**src/rtl/alu_operation.sv**
```systemverilog
// rtl/alu_operation.sv - registered bitwise logic unit (AND/OR/XOR/NOT A) with valid strobe and zero flag
//
// Ports:
//   clk        rising-edge clock
//   rst        synchronous active-high reset
//   A, B       WIDTH-bit operands
//   S0, S1     operation select, op = {S1,S0}: 00 AND, 01 OR, 10 XOR, 11 NOT A
//   in_valid   operands/select are valid this cycle
//   F          registered result
//   out_valid  one-cycle pulse per accepted input
//   zero       registered flag, 1 when F == 0

module alu_operation #(
    parameter int WIDTH = 1
) (
    input  logic             clk,
    input  logic             rst,
    input  logic [WIDTH-1:0] A,
    input  logic [WIDTH-1:0] B,
    input  logic             S0,
    input  logic             S1,
    input  logic             in_valid,
    output logic [WIDTH-1:0] F,
    output logic             out_valid,
    output logic             zero
);

    logic [WIDTH-1:0] result;
    logic [WIDTH-1:0] f_d, f_q;
    logic             zero_d, zero_q;
    logic             valid_d, valid_q;

    always_comb begin
        result = '0;
        case ({S1, S0})
            2'b00: result = A & B;
            2'b01: result = A | B;
            2'b10: result = A ^ B;
            2'b11: result = ~A;
            default: result = '0;
        endcase
    end

    // F and zero hold when idle; zero is derived from the same value loaded
    // into F so the two can never disagree.
    always_comb begin
        f_d     = f_q;
        zero_d  = zero_q;
        valid_d = 1'b0;
        if (in_valid) begin
            f_d     = result;
            zero_d  = (result == '0);
            valid_d = 1'b1;
        end
    end

    // Reset wins over a simultaneous in_valid: nothing is captured on that edge.
    always_ff @(posedge clk) begin
        if (rst) begin
            f_q     <= '0;
            zero_q  <= 1'b1;
            valid_q <= 1'b0;
        end else begin
            f_q     <= f_d;
            zero_q  <= zero_d;
            valid_q <= valid_d;
        end
    end

    assign F         = f_q;
    assign zero      = zero_q;
    assign out_valid = valid_q;

endmodule

```
**config.mk**
```make
export PLATFORM = sky130hd
export DESIGN_NAME = alu_operation
export DESIGN_NICKNAME = d
export VERILOG_FILES = /design/src/rtl/alu_operation.sv
export SDC_FILE = /design/constraint.sdc
export NUM_CORES = 1
export LEC_CHECK = 0
export BUFFER_PORTS_ARGS = -buffer_cell sky130_fd_sc_hd__buf_2
export CORE_AREA = 4 4 41 43
export CTS_CLUSTER_DIAMETER = 80
export DETAILED_ROUTE_END_ITERATION = 8
export DIE_AREA = 0 0 45 47
export GPL_TIMING_DRIVEN = 0
export PLACE_DENSITY_LB_ADDON = 0.15
export SLEW_MARGIN = 10
export SYNTH_ARGS = -nofsm -noshare
export SYNTH_HDL_FRONTEND = slang
export SYNTH_SLANG_ARGS = --single-unit
```
**constraint.sdc**
```tcl
create_clock -name clk -period 1.2 [get_ports clk]
set_clock_uncertainty 0.15 [all_clocks]
set_input_delay 0 -clock clk [delete_from_list [all_inputs] [get_ports clk]]
set_output_delay 0 -clock clk [all_outputs]
set_load 0.02 [all_outputs]
```
## Yosys cells after proc, flatten, opt, wreduce, memory -nomap -nowiden

Index checks and enable logic that the tools add are counted.

| cells by class | value |
|---|---|
| add/sub/neg operators | 0 |
| multipliers | 0 |
| div/mod/pow operators | 0 |
| $lt $le $gt $ge | 0 |
| equal/unequal tests | 3 |
| shift-type cells | 0 |
| muxes and demuxes | 2 |
| bitwise logic cells | 5 |
| reductions and logical operators | 1 |

Operators by type and width:

| operator | count |
|---|---|
| == test 2 bit, second input constant | 2 |
| one-hot mux 1 bit (4 select lines) | 1 |
| == test 2 x 1 -> 1 bit, second input constant | 1 |
| zero test 2 bit | 1 |
| NOT 1 bit | 2 |
| AND 1 bit | 1 |
| two-way mux 1 bit | 1 |
| bitwise OR 1 bit | 1 |
| bitwise XOR 1 bit | 1 |

| storage, ports and cells | value |
|---|---|
| register bits | 3 |
| bits in latches | 0 |
| RAM bits | 0 |
| memory bits (read-only) | 0 |
| input bits | 7 |
| memories kept | 0 |

## Logic depth before layout (Yosys ltp)

| depth | value |
|---|---|
| word-level depth | 3 |
| gate-level depth with buffers | 5 |

## Worst setup path after synthesis

Ideal clock, no wire load.

| timing | value |
|---|---|
| path kind | input to register |
| start point | input A |
| end point | register zero_q (netlist: zero) |
| data arrival time | 0.811 ns |
| data required time | 0.928 ns |
| setup slack | 0.117 ns |
| stages | 5 |
| buffers on the path | 0 |
| path through | inv_1 ha_1 nand2b_1 a41o_1 a311o_1 |

| between the ends | value |
|---|---|
| cells in the longest elaborated chain, start to end | 3 |

RTL lines:

| what | line | text |
|---|---|---|
| start, declared | 18 | `input logic [WIDTH-1:0] A,` |
| bitwise XOR 1 bit (tied with other cells) | 38 | `2'b10: result = A ^ B;` |
| one-hot mux 1 bit (4 select lines) (*) | 35 | `case ({S1, S0})` |
| NOT 1 bit (*) | 52 | `zero_d = (result == '0);` |
| end signal, assigned | 65 | `zero_q <= zero_d;` |
| end, declared | 30 | `logic zero_d, zero_q;` |

Mark *: on every way between the ends. The rest lies on a longest branch, timed or not.
A chain may end at the register's enable or synchronous reset.

## Final worst setup path

| timing | value |
|---|---|
| start point | input S1 |
| end point | register zero_q (netlist: zero) |

| between the ends | value |
|---|---|
| cells in the longest elaborated chain, start to end | 3 |

RTL lines:

| what | line | text |
|---|---|---|
| start, declared | 21 | `input logic S1,` |
| == test 2 bit (tied with other cells) | 35 |  |
| one-hot mux 1 bit (4 select lines) (*) | 35 |  |
| NOT 1 bit (*) | 52 |  |

Marks and branches as above.

==> results.py <==
metrics = {
    "cells_and_area": {
        "nFillCells": 157,
        "final_area_sq_um": 270,
        "diodes": 0,
        "fin_cells": 46,
        "num-nets-final": 41,
        "drive_gt1_frac": 0.290,
        "fin_util": 0.208,
        "areaGrowthSynthToFinish_pct": 66.2,
    },
    "placement": {
        "placed_area_sq_um": 226,
        "place_congestion": 0.595,
        "place_inst": 42,
        "dpl_worst_slack_ps": -46.3,
        "port_buffers": 9,
    },
    "drt": {
        "routed_via_density": 3.52,
        "vias": 162,
        "wl_per_cell_um": 7.83,
        "drc": 0,
        "firstDrtPassIters": 2,
        "drtAntennaViolNets": 0,
        "wirelength_um": 360,
        "drt_iter0_drc": 1,
    },
    "die": {
        "core_area_sq_um": 1300,
        "io_pins": 10,
        "die_h_um": 47,
        "dieArea_sq_um": 2120,
        "die_x_um": 45,
        "start_util": 0.125,
        "row_count": 13,
    },
    "grt": {
        "grt_start_max_net_pins": 7,
        "antenna_found_initial": 0,
        "grtUsageTotal": 0.0403,
        "grt_pass1_vias": 162,
        "grt_pass1_wl_um": 572,
        "grt_overflow": 0,
    },
    "clock_network": {
        "cts.sinks": 3,
        "cts_htree_levels": 1,
        "numCtsBuffers": 3,
        "cts_root_buf": "clkbuf_4",
        "path_clk_slew_ps": 40,
        "clk_path_buf_depth": 2,
        "clk_latency_ps": 230,
        "cts_tree": "yes",
    },
    "sta": {
        "fmax_mhz": 870,
        "final_max_slew_viol_count": 0,
        "rsz0062_at_grt": "no",
        "final_hold_viol_count": 0,
        "fin_crit_sh": 0.958,
        "relSlewSlack": 0.854,
        "finalCriticalPeriod_ps": 1150,
        "setup_slack_ps": 50.8,
        "worstMarginPinSlew_ps": 216,
        "finalSetupViolations": 0,
    },
    "yosys": {
        "yosysUniqueCellTypes": 11,
        "yosysWarnings": 0,
        "syn_inst": 18,
        "ys_seq_area_frac": 0.369,
        "synth_top_area_cell": "dfxtp_1",
        "netlist.area_leader.share": 0.369,
        "syn-cell-area_sq_um": 163,
        "synth_nets": 27,
        "syn_avg_cell_area_sq_um": 9.04,
        "yosys-top-cells-area": "dfxtp_1 (37%), ha_1 (15%), nand2b_1 (7.7%)",
        "ys_seq_elements": 3,
    },
    "pwr": {
        "cellPowerDensity_nw_per_um2": 1270,
        "vdd_drop_max_mv": 0.258,
        "p_leak_nw": 0.140,
        "power_w": 0.000343,
    },
    "worst_setup_path": {
        "crit_type": "primary input to flop",
        "worstPathArrival_ps": 1110,
        "critPathMaxFanout": 2,
        "cp-end-kind": "flop",
        "required_ps": 1160,
        "critPathLaunchType": "primary input",
    },
    "hold_path": {
        "hold_path.class": "primary input to flop",
    },
    "outcome": {
        "outcome": "completed",
    },
    "run": {
        "drv_cap": 0,
    },
}
-- power breakdown --
| group | switching, W | internal (W) | leakage [nW] |
|---|---|---|---|
| registers | 0.00000229 | 0.000108 | 0.0250 |
| clock network | 0.0000506 | 0.000125 | 0.0150 |
| logic | 0.0000297 | 0.0000285 | 0.0996 |
| total | 0.0000825 | 0.000261 | 0.140 |
-- metal layers --
metal / up-vias / routed length, um / track usage / part of all wire
met1: 69 / 156 / 0.0363 / 0.43
met5: - / 0 / 0 / 0
met3: 0 / 29 / 0.0230 / 0.081
li1: 88 / - / - / -
met4: 0 / 0 / 0.0351 / 0
met2: 5 / 174 / 0.0650 / 0.48
-- repair_timing --
action	CTS	global route
setup endpoints to repair	0	1
setup buffers	0	0
resized for setup	0	1
hold endpoints to repair	3	0
hold buffers	3	0
-- state kept, by name, summed over array words and instances, names as in the netlist --
name / cells
F: 1
out_valid: 1
zero: 1
-- synth_stat cells --
library cell / number
nand2b_1: 2
nor2_1: 1
dfxtp_1: 3
a311oi_1: 1
inv_1: 3
a41o_1: 1
nor2b_1: 2
nand2_1: 1
ha_1: 2
o21ai_0: 1
a311o_1: 1
-- layout by cell type (no fill, tap or decap), types with 2 or more instances in the layout --
cell / synthesis / final
dlygate4sd3_1: 0 / 2
clkbuf_4: 0 / 3
dfxtp_1: 3 / 3
nor2b_1: 2 / 2
buf_2: 0 / 6
nand2b_1: 2 / 2
inv_1: 3 / 3
ha_1: 2 / 2
-- cell type report --
| cell class | instances | area [sq um] | area share |
|---|---|---|---|
| inverter | 3 | 11.3 | 0.0417 |
| multi-input combinational | 12 | 91.3 | 0.338 |
| timing repair buffer | 9 | 62.6 | 0.231 |
| clock buffer | 4 | 26.3 | 0.0972 |
| tap | 15 | 18.8 | 0.0694 |
| sequential | 3 | 60.1 | 0.222 |
-- critical path: stages --
cell	delay [ps]
dlygate4sd3_1	550
a41o_1	250
a311o_1	310
-- final timing paths --
| kind | start | to | slack (ps) | cells after the start |
|---|---|---|---|---|
| worst max-delay path | S1 | zero | 50 | 3 |
| worst min-delay path | S0 | F | 7 | 4 |
| worst max register to register | zero | zero | 260 | 2 |
| worst min register to register | F | F | 350 | 2 |
-- metrics by stage --
| stage | hold WS, ps | setup TNS [ps] |
|---|---|---|
| finish | 7.01 | 0 |
| global route | 71.6 | 0 |
| floorplan | -78.4 | 0 |
| detailed placement | 30.6 | -46.3 |
| CTS | -0.591 | 0 |
| global placement | 29.7 | -42.7 |
-- cells by family (layout without fill, tap and decap cells) --
logic type	Yosys count	after routing	synth area share
and+or+nand+nor	6	6	0.200
AOI/OAI and AO/OA	4	4	0.208
DFF	3	3	0.369
buffers and inverters	3	16	0.0692
adders and majority gates	2	2	0.154
No activity file was read; power rests on OpenSTA's default activity.
